**config.mk**
```make
export PLATFORM = sky130hd
export DESIGN_NAME = fetch_unit
export DESIGN_NICKNAME = d
export VERILOG_FILES = /design/src/rtl/fetch_unit_pkg.sv /design/src/rtl/fetch_fifo.sv /design/src/rtl/fetch_unit.sv
export SDC_FILE = /design/constraint.sdc
export NUM_CORES = 1
export LEC_CHECK = 0
export BUFFER_PORTS_ARGS = -buffer_cell sky130_fd_sc_hd__buf_4
export CAP_MARGIN = 0
export CORE_ASPECT_RATIO = 0.6
export CORE_MARGIN = 8
export CORE_UTILIZATION = 35
export DETAILED_ROUTE_END_ITERATION = 12
export HOLD_SLACK_MARGIN = 0.06
export PLACE_DENSITY_LB_ADDON = 0.12
export SLEW_MARGIN = 10
export SYNTH_ARGS = -nofsm -noshare
export SYNTH_HDL_FRONTEND = slang
export SYNTH_SLANG_ARGS = --single-unit
```
**constraint.sdc**
```tcl
create_clock -name clk -period 6.4 [get_ports clk]
set_input_delay 1.28 -clock clk [delete_from_list [all_inputs] [get_ports clk]]
set_output_delay 1.28 -clock clk [all_outputs]
set_load 0.02 [all_outputs]
```
**src/rtl/fetch_unit_pkg.sv**
```systemverilog
// Shared definitions for the instruction fetch unit: bus width, default
// reset PC and NOP encoding, and the buffered {pc, inst} entry layout.
package fetch_unit_pkg;

    localparam int          INST_BUS         = 32;
    localparam logic [31:0] NOP_DEFAULT      = 32'h0000_0013;
    localparam logic [31:0] RESET_PC_DEFAULT = 32'h0000_2000;

    typedef struct packed {
        logic [31:0]          pc;
        logic [INST_BUS-1:0]  inst;
    } fetch_entry_t;

endpackage

```
**src/rtl/fetch_fifo.sv**
```systemverilog
// Two-entry FIFO with synchronous flush; a push and pop in the same cycle
// are accepted even when full.
module fetch_fifo #(
    parameter int WIDTH = 32
) (
    input  logic             clk,
    input  logic             rst,
    input  logic             flush,
    input  logic             push,
    input  logic             pop,
    input  logic [WIDTH-1:0] din,
    output logic [WIDTH-1:0] dout,
    output logic             full,
    output logic             empty
);

    logic [WIDTH-1:0] mem [2];
    logic             wr_ptr;
    logic             rd_ptr;
    logic [1:0]       count;
    logic             do_push;
    logic             do_pop;

    assign full    = (count == 2'd2);
    assign empty   = (count == 2'd0);
    assign do_push = push & (~full | pop);
    assign do_pop  = pop & ~empty;
    assign dout    = mem[rd_ptr];

    // NOTE: sequential state uses non-blocking assignments so every flop
    // samples the pre-edge values regardless of statement order.
    always_ff @(posedge clk) begin
        if (rst || flush) begin
            wr_ptr <= 1'b0;
            rd_ptr <= 1'b0;
            count  <= 2'd0;
        end else begin
            wr_ptr <= wr_ptr ^ do_push;
            rd_ptr <= rd_ptr ^ do_pop;
            count  <= count + {1'b0, do_push} - {1'b0, do_pop};
        end
    end

    // NOTE: storage is deliberately not reset; empty/count gate every read.
    always_ff @(posedge clk) begin
        if (do_push) begin
            mem[wr_ptr] <= din;
        end
    end

endmodule

```
**src/rtl/fetch_unit.sv**
```systemverilog
// Instruction fetch: issues sequential word fetches, pairs in-order responses
// with their PCs, buffers up to two instructions and drops stale responses.
module fetch_unit
    import fetch_unit_pkg::*;
#(
    parameter logic [31:0]         RESET_PC = RESET_PC_DEFAULT,
    parameter logic [INST_BUS-1:0] NOP_INST = NOP_DEFAULT
) (
    input  logic                clk,
    input  logic                rst,
    input  logic                stall_i,
    input  logic                redirect_valid_i,
    input  logic [31:0]         redirect_pc_i,
    output logic                imem_req_o,
    output logic [31:0]         imem_addr_o,
    input  logic                imem_gnt_i,
    input  logic                imem_rvalid_i,
    input  logic [INST_BUS-1:0] imem_rdata_i,
    output logic                inst_valid_o,
    output logic [INST_BUS-1:0] inst_o,
    output logic [31:0]         pc_o
);

    typedef enum logic [1:0] {
        ST_IDLE,
        ST_FETCH,
        ST_FLUSH
    } state_e;

    state_e       state_q, state_d;
    logic [31:0]  pc_q;
    logic [1:0]   out_cnt_q, out_cnt_d;
    logic [1:0]   drop_cnt_q, drop_cnt_d;
    logic [1:0]   fifo_count;
    logic [2:0]   in_flight;
    logic         grant, dropping, resp_keep, issue_ok;
    logic         inst_full, inst_empty, pend_full, pend_empty;
    logic [31:0]  pend_pc;
    fetch_entry_t push_entry, head_entry;

    assign grant      = imem_req_o & imem_gnt_i;
    assign dropping   = (drop_cnt_q != 2'd0);
    assign resp_keep  = imem_rvalid_i & ~dropping & ~redirect_valid_i & ~pend_empty;
    assign fifo_count = inst_full ? 2'd2 : (inst_empty ? 2'd0 : 2'd1);
    // Outstanding includes requests whose responses will be dropped.
    assign in_flight  = {1'b0, out_cnt_q} + {1'b0, fifo_count};
    assign out_cnt_d  = out_cnt_q + {1'b0, grant} - {1'b0, imem_rvalid_i};

    assign issue_ok    = (in_flight < 3'd2) & ~redirect_valid_i & ~pend_full;
    assign imem_req_o  = (state_q != ST_IDLE) & issue_ok;
    assign imem_addr_o = pc_q;

    // A redirect discards every request still in flight after this cycle.
    always_comb begin
        drop_cnt_d = drop_cnt_q;
        if (redirect_valid_i) begin
            drop_cnt_d = out_cnt_q - {1'b0, imem_rvalid_i};
        end else if (imem_rvalid_i && dropping) begin
            drop_cnt_d = drop_cnt_q - 2'd1;
        end
    end

    // NOTE: next-state gets a default before the case so no latch is inferred.
    always_comb begin
        state_d = state_q;
        case (state_q)
            ST_IDLE:  state_d = (drop_cnt_d != 2'd0) ? ST_FLUSH : ST_FETCH;
            ST_FETCH: if (redirect_valid_i && drop_cnt_d != 2'd0) state_d = ST_FLUSH;
            ST_FLUSH: if (drop_cnt_d == 2'd0) state_d = ST_FETCH;
            default:  state_d = ST_IDLE;
        endcase
    end

    // Reset keeps counting pre-reset grants so their late responses are dropped.
    always_ff @(posedge clk) begin
        if (rst) begin
            state_q    <= ST_IDLE;
            pc_q       <= RESET_PC;
            out_cnt_q  <= out_cnt_d;
            drop_cnt_q <= out_cnt_d;
        end else begin
            state_q    <= state_d;
            out_cnt_q  <= out_cnt_d;
            drop_cnt_q <= drop_cnt_d;
            if (redirect_valid_i) begin
                pc_q <= redirect_pc_i & 32'hFFFF_FFFC;
            end else if (grant) begin
                pc_q <= pc_q + 32'd4;
            end
        end
    end

    fetch_fifo #(.WIDTH(32)) u_pend_fifo (
        .clk   (clk),
        .rst   (rst),
        .flush (redirect_valid_i),
        .push  (grant),
        .pop   (resp_keep),
        .din   (pc_q),
        .dout  (pend_pc),
        .full  (pend_full),
        .empty (pend_empty)
    );

    assign push_entry = '{pc: pend_pc, inst: imem_rdata_i};

    fetch_fifo #(.WIDTH($bits(fetch_entry_t))) u_inst_fifo (
        .clk   (clk),
        .rst   (rst),
        .flush (redirect_valid_i),
        .push  (resp_keep),
        .pop   (inst_valid_o & ~stall_i),
        .din   (push_entry),
        .dout  (head_entry),
        .full  (inst_full),
        .empty (inst_empty)
    );

    assign inst_valid_o = ~inst_empty;
    assign inst_o       = inst_valid_o ? head_entry.inst : NOP_INST;
    assign pc_o         = inst_valid_o ? head_entry.pc : 32'd0;

endmodule

```
# Yosys cells after proc, flatten, opt, wreduce, memory -nomap -nowiden
# Memory sizes are Yosys's and may differ from the RTL's. A register that Yosys moved wholly into a read port is not among the register bits.
# Cells that the tools add are included.
# word_totals
register_bits,46
ram_bits,192
in_bits,70
output_inout_bits,98
memories,2
# classes
n_addsub,10
n_lt_le_gt_ge,1
eq_ne,6
mux,19
bitwise_logic,25
n_reduce_logical,13
# memory_table
memory,depth,width,read_ports,rd_ports_with_merged_regs,wr,line_no,text
u_inst_fifo.mem,2,64,1,1,1,fetch_fifo.sv:17,logic [WIDTH-1:0] mem [2];
u_pend_fifo.mem,2,32,1,1,1,fetch_fifo.sv:17,
# ops
operator,count
32-bit 2-to-1 mux,4
32-bit by 3-bit adder with 32-bit output (second input constant),1
2-bit 2-to-1 mux,7
1-bit bitwise AND,12
2-bit zero test,4
2-bit nonzero test,4
2-bit by 1-bit subtractor with 2-bit output,4
1-bit 2-to-1 mux,7
1-bit NOT,7
2-bit by 1-bit adder with 2-bit output,3
2-bit == test (second input constant),3
2-bit one-hot mux with 3 select lines,1
2-bit inequality test (second input constant),2
1-bit bitwise XOR,4
2-bit by 2-bit adder with 3-bit output,1
3-bit by 2-bit less-than comparator with 1-bit output (second input constant),1
2-bit by 1-bit == test with 1-bit output (second input constant),1
1-bit logical AND,2
1-bit OR,2
2-bit AND reduction,1
2-bit OR reduction,1
2-bit by 1-bit subtractor with 2-bit output (second input constant),1
1-bit logical OR,1

# Logic depth before layout (Yosys ltp)
# logic_depth
ltp_word,12
depth_mapped,15
ltp_nobuf,13

# Modules after synthesis
# A second synthesis with hierarchy kept.
# hier_totals
cells_unflattened,699
area_unflattened_um2,10326.2
# modules_own_cells
module,n_inst,cells_per_inst,area_per_inst_um2,seq_area_each_um2
fetch_fifo (u_inst_fifo),1,222,5017.3,3923.8
fetch_fifo (u_pend_fifo),1,123,2681.3,2001.9
fetch_unit,1,354,2627.5,720.7

# Worst setup path after synthesis
# Ideal clock, no wire load.
# synth_path
path_type,input port to flip-flop
start,input redirect_valid_i
end,memory u_inst_fifo.mem[1][0] (netlist name) (enable)
setup_ns,0.427
arrival_ns,3.555
t_required_ns,5.973
path_slack_ns,2.418
cell_stages,4
path_cell_list,clkbuf_1 -> buf_1 -> a211oi_1 -> ha_1
# synth_between
elab_chain_cells,6
# synth_lines
element,line_no,text
start: declaration,fetch_unit.sv:12,"input logic redirect_valid_i,"
1-bit NOT,fetch_unit.sv:43,assign resp_keep = imem_rvalid_i & ~dropping & ~redirect_valid_i & ~pend_empty;
1-bit bitwise AND (2 in a row),fetch_unit.sv:43,
1-bit bitwise AND,fetch_fifo.sv:26,assign do_push = push & (~full | pop);
1-bit 2-to-1 mux,fetch_fifo.sv:46,if (do_push) begin
1-bit 2-to-1 mux (not written as such),fetch_fifo.sv:47,mem[wr_ptr] <= din;
end: declaration,fetch_fifo.sv:17,
# Every way passes these cells.

==> metrics.cfg <==
[outcome]
status = completed

[layout]
drive_gt1_frac = 0.300
fillers = 2422
syn_to_final_growth_pct = 24.7
nNetsFinal = 934
final_area_sq_mm = 0.0119
diodes = 0

[placement]
hpwl_mm = 15.8
port_buffers = 161
finalWeightedCongestion = 0.787
placed_area_sq_mm = 0.0111
post-place-ws_ns = 2.62

[setup_path]
cpMostUsedCell = buf_4
cp_data_required_time_ns = 5.12
cp_max_fo = 33
path_buf_inv = 2
crit_family = buffers and inverters
cp-endpoint = inst_o[2]
start_kind = register
critPathSlowestCell = dfxtp_4
crit_path_cell_trace = buf_4 > mux2i_1 > nor2_1 > buf_4
arrival_ns = 2.48
end_kind = primary output
r2r_slack_ns = 2.78
slowest_delay_ns = 0.71
startpoint = u_inst_fifo.rd_ptr
criticalPathCategory = reg -> out
crit-reg2reg-launch = u_inst_fifo.count[1]
rr_endpoint = drop_cnt_q[1]
reg2reg_depth = 12
path_depth = 4

[sta]
setup_slack_ns = 2.64
rsz0062_at_grt = no
worstMarginPinSlew_ns = 1.02
setup_violations = 0
period_needed_ns = 3.76
tns_ns = 0
drv_slew = 0
hold_violations = 0
slew_headroom = 0.318
finalCritPeriodShare = 0.588
max_freq_mhz = 266
fin_skew_ns = 0.0133

[pwr]
p_seq_frac = 0.504
p_sw_mw = 0.785
p_clk_frac = 0.405
combinationalPowerShare = 0.091
p_int_mw = 2.63
switching_share = 0.230
leakagePower_nw = 4.24
peakVddDrop_mv = 0.165
p_per_area_mw_per_mm2 = 286

[global_routing]
grt_pass1_vias = 6342
grt_max_degree = 63
gr-usage-all-layers = 0.142
grt_pass1_wl_mm = 37.0
overflow = 0
antenna_found_initial = 0

[synth]
async_reset_ff_frac = 0
synth-edff-count = 184
ys_seq_area_frac = 0.671
syn_inst = 693
yosysUniqueCellTypes = 58
yosysWarnings = 0
synth_top_flop_cell = edfxtp_1
synth_top_area_share = 0.578
syn_area_sq_mm = 0.00955
synth.most_common_cell = edfxtp_1
yosys.area.top_type = edfxtp_1
synthTopCellsByCount = edfxtp_1 (184), nor2_1 (86), mux2i_1 (64)
syn_area_per_cell_sq_um = 13.8
synth.area.top_cells = edfxtp_1 (58%), dfxtp_1 (9.2%), mux2i_1 (6.7%), mux2_2 (4.0%), nor2_1 (3.4%)
ys_ff_latch = 228

[clock_tree]
cts.sinks = 228
cts.clk_slew.worst_paths_ns = 0.06
postCtsSetupBuffers = 0
clk_path_buf_depth = 3
cts.htree.levels = 1
cts_hold_buf = 0
clk_latency_ns = 0.51
cts.repair.resized = 0
cts_tree = done
cts_root_buf = clkbuf_16
numCtsBuffers = 24

[detailed_routing]
drc_errors = 0
drtIter0Drc = 394
wl_mm = 24.0
vias_per_cell = 4.93
post_drt_wl_per_cell_microns = 19.5
dr.pass1.iters = 4
ant_nets = 0
vias = 6051

[floorplan]
ios = 168
fp.dieH_microns = 144
rows = 46
fp.dieArea_sq_mm = 0.0330
design.core.area_sq_mm = 0.0266
fp.dieW_microns = 229
initial_core_util = 0.358

[min_path]
min_path_type = reg -> reg

[run]
drv_cap = 0

[cell families (layout without fill, tap and decap cells)]
group / Yosys count / count (layout) / synth area share
AO/OA/AOI/OAI: 58 / 58 / 0.0389
XOR/XNOR: 25 / 25 / 0.0229
adder cells (fa/ha/maj): 14 / 14 / 0.0191
buffers and inverters: 54 / 226 / 0.0261
flip-flops: 228 / 228 / 0.671
multiplexers: 99 / 99 / 0.108
other: 1 / 4 / 0.000393
AND/OR/NAND/NOR: 214 / 214 / 0.114
[registers in the layout (all words and copies together), names as in the netlist]
name                cells
imem_addr_o            30
u_inst_fifo.rd_ptr      1
drop_cnt_q              2
u_pend_fifo.count       2
state_q                 2
u_inst_fifo.mem       124
u_inst_fifo.count       2
out_cnt_q               2
u_pend_fifo.wr_ptr      1
u_pend_fifo.rd_ptr      1
u_inst_fifo.wr_ptr      1
u_pend_fifo.mem        60
[final cells by class]
| cell class | instances | area, sq um | area share |
|---|---|---|---|
| flip-flops and latches | 228 | 6410 | 0.538 |
| repair buffers | 167 | 1250 | 0.105 |
| inverters | 15 | 58.8 | 0.00494 |
| clock inverters | 6 | 63.8 | 0.00536 |
| well taps | 360 | 450 | 0.0378 |
| clock buffers | 38 | 734 | 0.0617 |
| multi-input cells | 414 | 2940 | 0.247 |
[worst min path at each step]
| stage | startpoint | endpoint | slack, ns | cells after the start |
|---|---|---|---|---|
| 2_1_floorplan | out_cnt_q[0] | out_cnt_q[0] | 0.47 | 1 |
| 3_3_place_gp | out_cnt_q[0] | out_cnt_q[0] | 0.49 | 1 |
| 3_5_place_dp | out_cnt_q[0] | out_cnt_q[0] | 0.51 | 1 |
| 4_1_cts | out_cnt_q[0] | out_cnt_q[0] | 0.52 | 1 |
| 5_1_grt | out_cnt_q[0] | out_cnt_q[0] | 0.55 | 1 |
| 6_report | out_cnt_q[0] | out_cnt_q[0] | 0.51 | 1 |
[power by group through the flow]
stage / sequential [mW] / clock (mW) / combinational [mW]
after floorplan: 1.75 / 0 / 0.183
after CTS: 1.72 / 1.42 / 0.315
after global routing: 1.73 / 1.48 / 0.346
after detailed placement: 1.75 / 0 / 0.312
final: 1.72 / 1.38 / 0.311
after global placement: 1.75 / 0 / 0.303
[cell usage in the layout, fill, tap and decap left out, types with 3 or more instances in the layout]
cell / n
nand2_1: 37
nor3_1: 7
buf_4: 167
a211oi_1: 7
nand4_1: 20
inv_1: 14
and3_1: 15
nor4_2: 3
ha_1: 11
xnor2_1: 17
clkbuf_1: 7
xor2_1: 8
clkbuf_8: 6
a21oi_1: 20
nor4_1: 7
nand3_1: 12
nor2_1: 85
dfxtp_1: 43
conb_1: 4
mux2_2: 34
clkbuf_16: 25
mux2i_1: 64
or4_1: 3
edfxtp_1: 184
o211ai_1: 3
o21ai_0: 12
a221o_1: 3
clkinv_2: 3
[per-layer routing]
layer,share of wire,track usage,up-vias,wire length [microns]
met4,0.017,0.0311,0,399
met3,0.055,0.0335,34,1320
met5,0,0,-,0
met2,0.48,0.240,136,11600
li1,-,-,2896,-
met1,0.44,0.185,2985,10600
[per-stage QoR]
| step | util | power (mW) | hold WS (ns) | instances |
|---|---|---|---|---|
| floorplan | - | 1.93 | 0.473 | 696 |
| global placement | 0.417 | 2.05 | 0.491 | 1184 |
| detailed placement | 0.417 | 2.06 | 0.507 | 1184 |
| CTS | 0.447 | 3.45 | 0.521 | 1228 |
| global route | 0.447 | 3.55 | 0.554 | 1228 |
| finish | 0.447 | 3.41 | 0.514 | 1228 |
(Power assumes the default switching activity.)
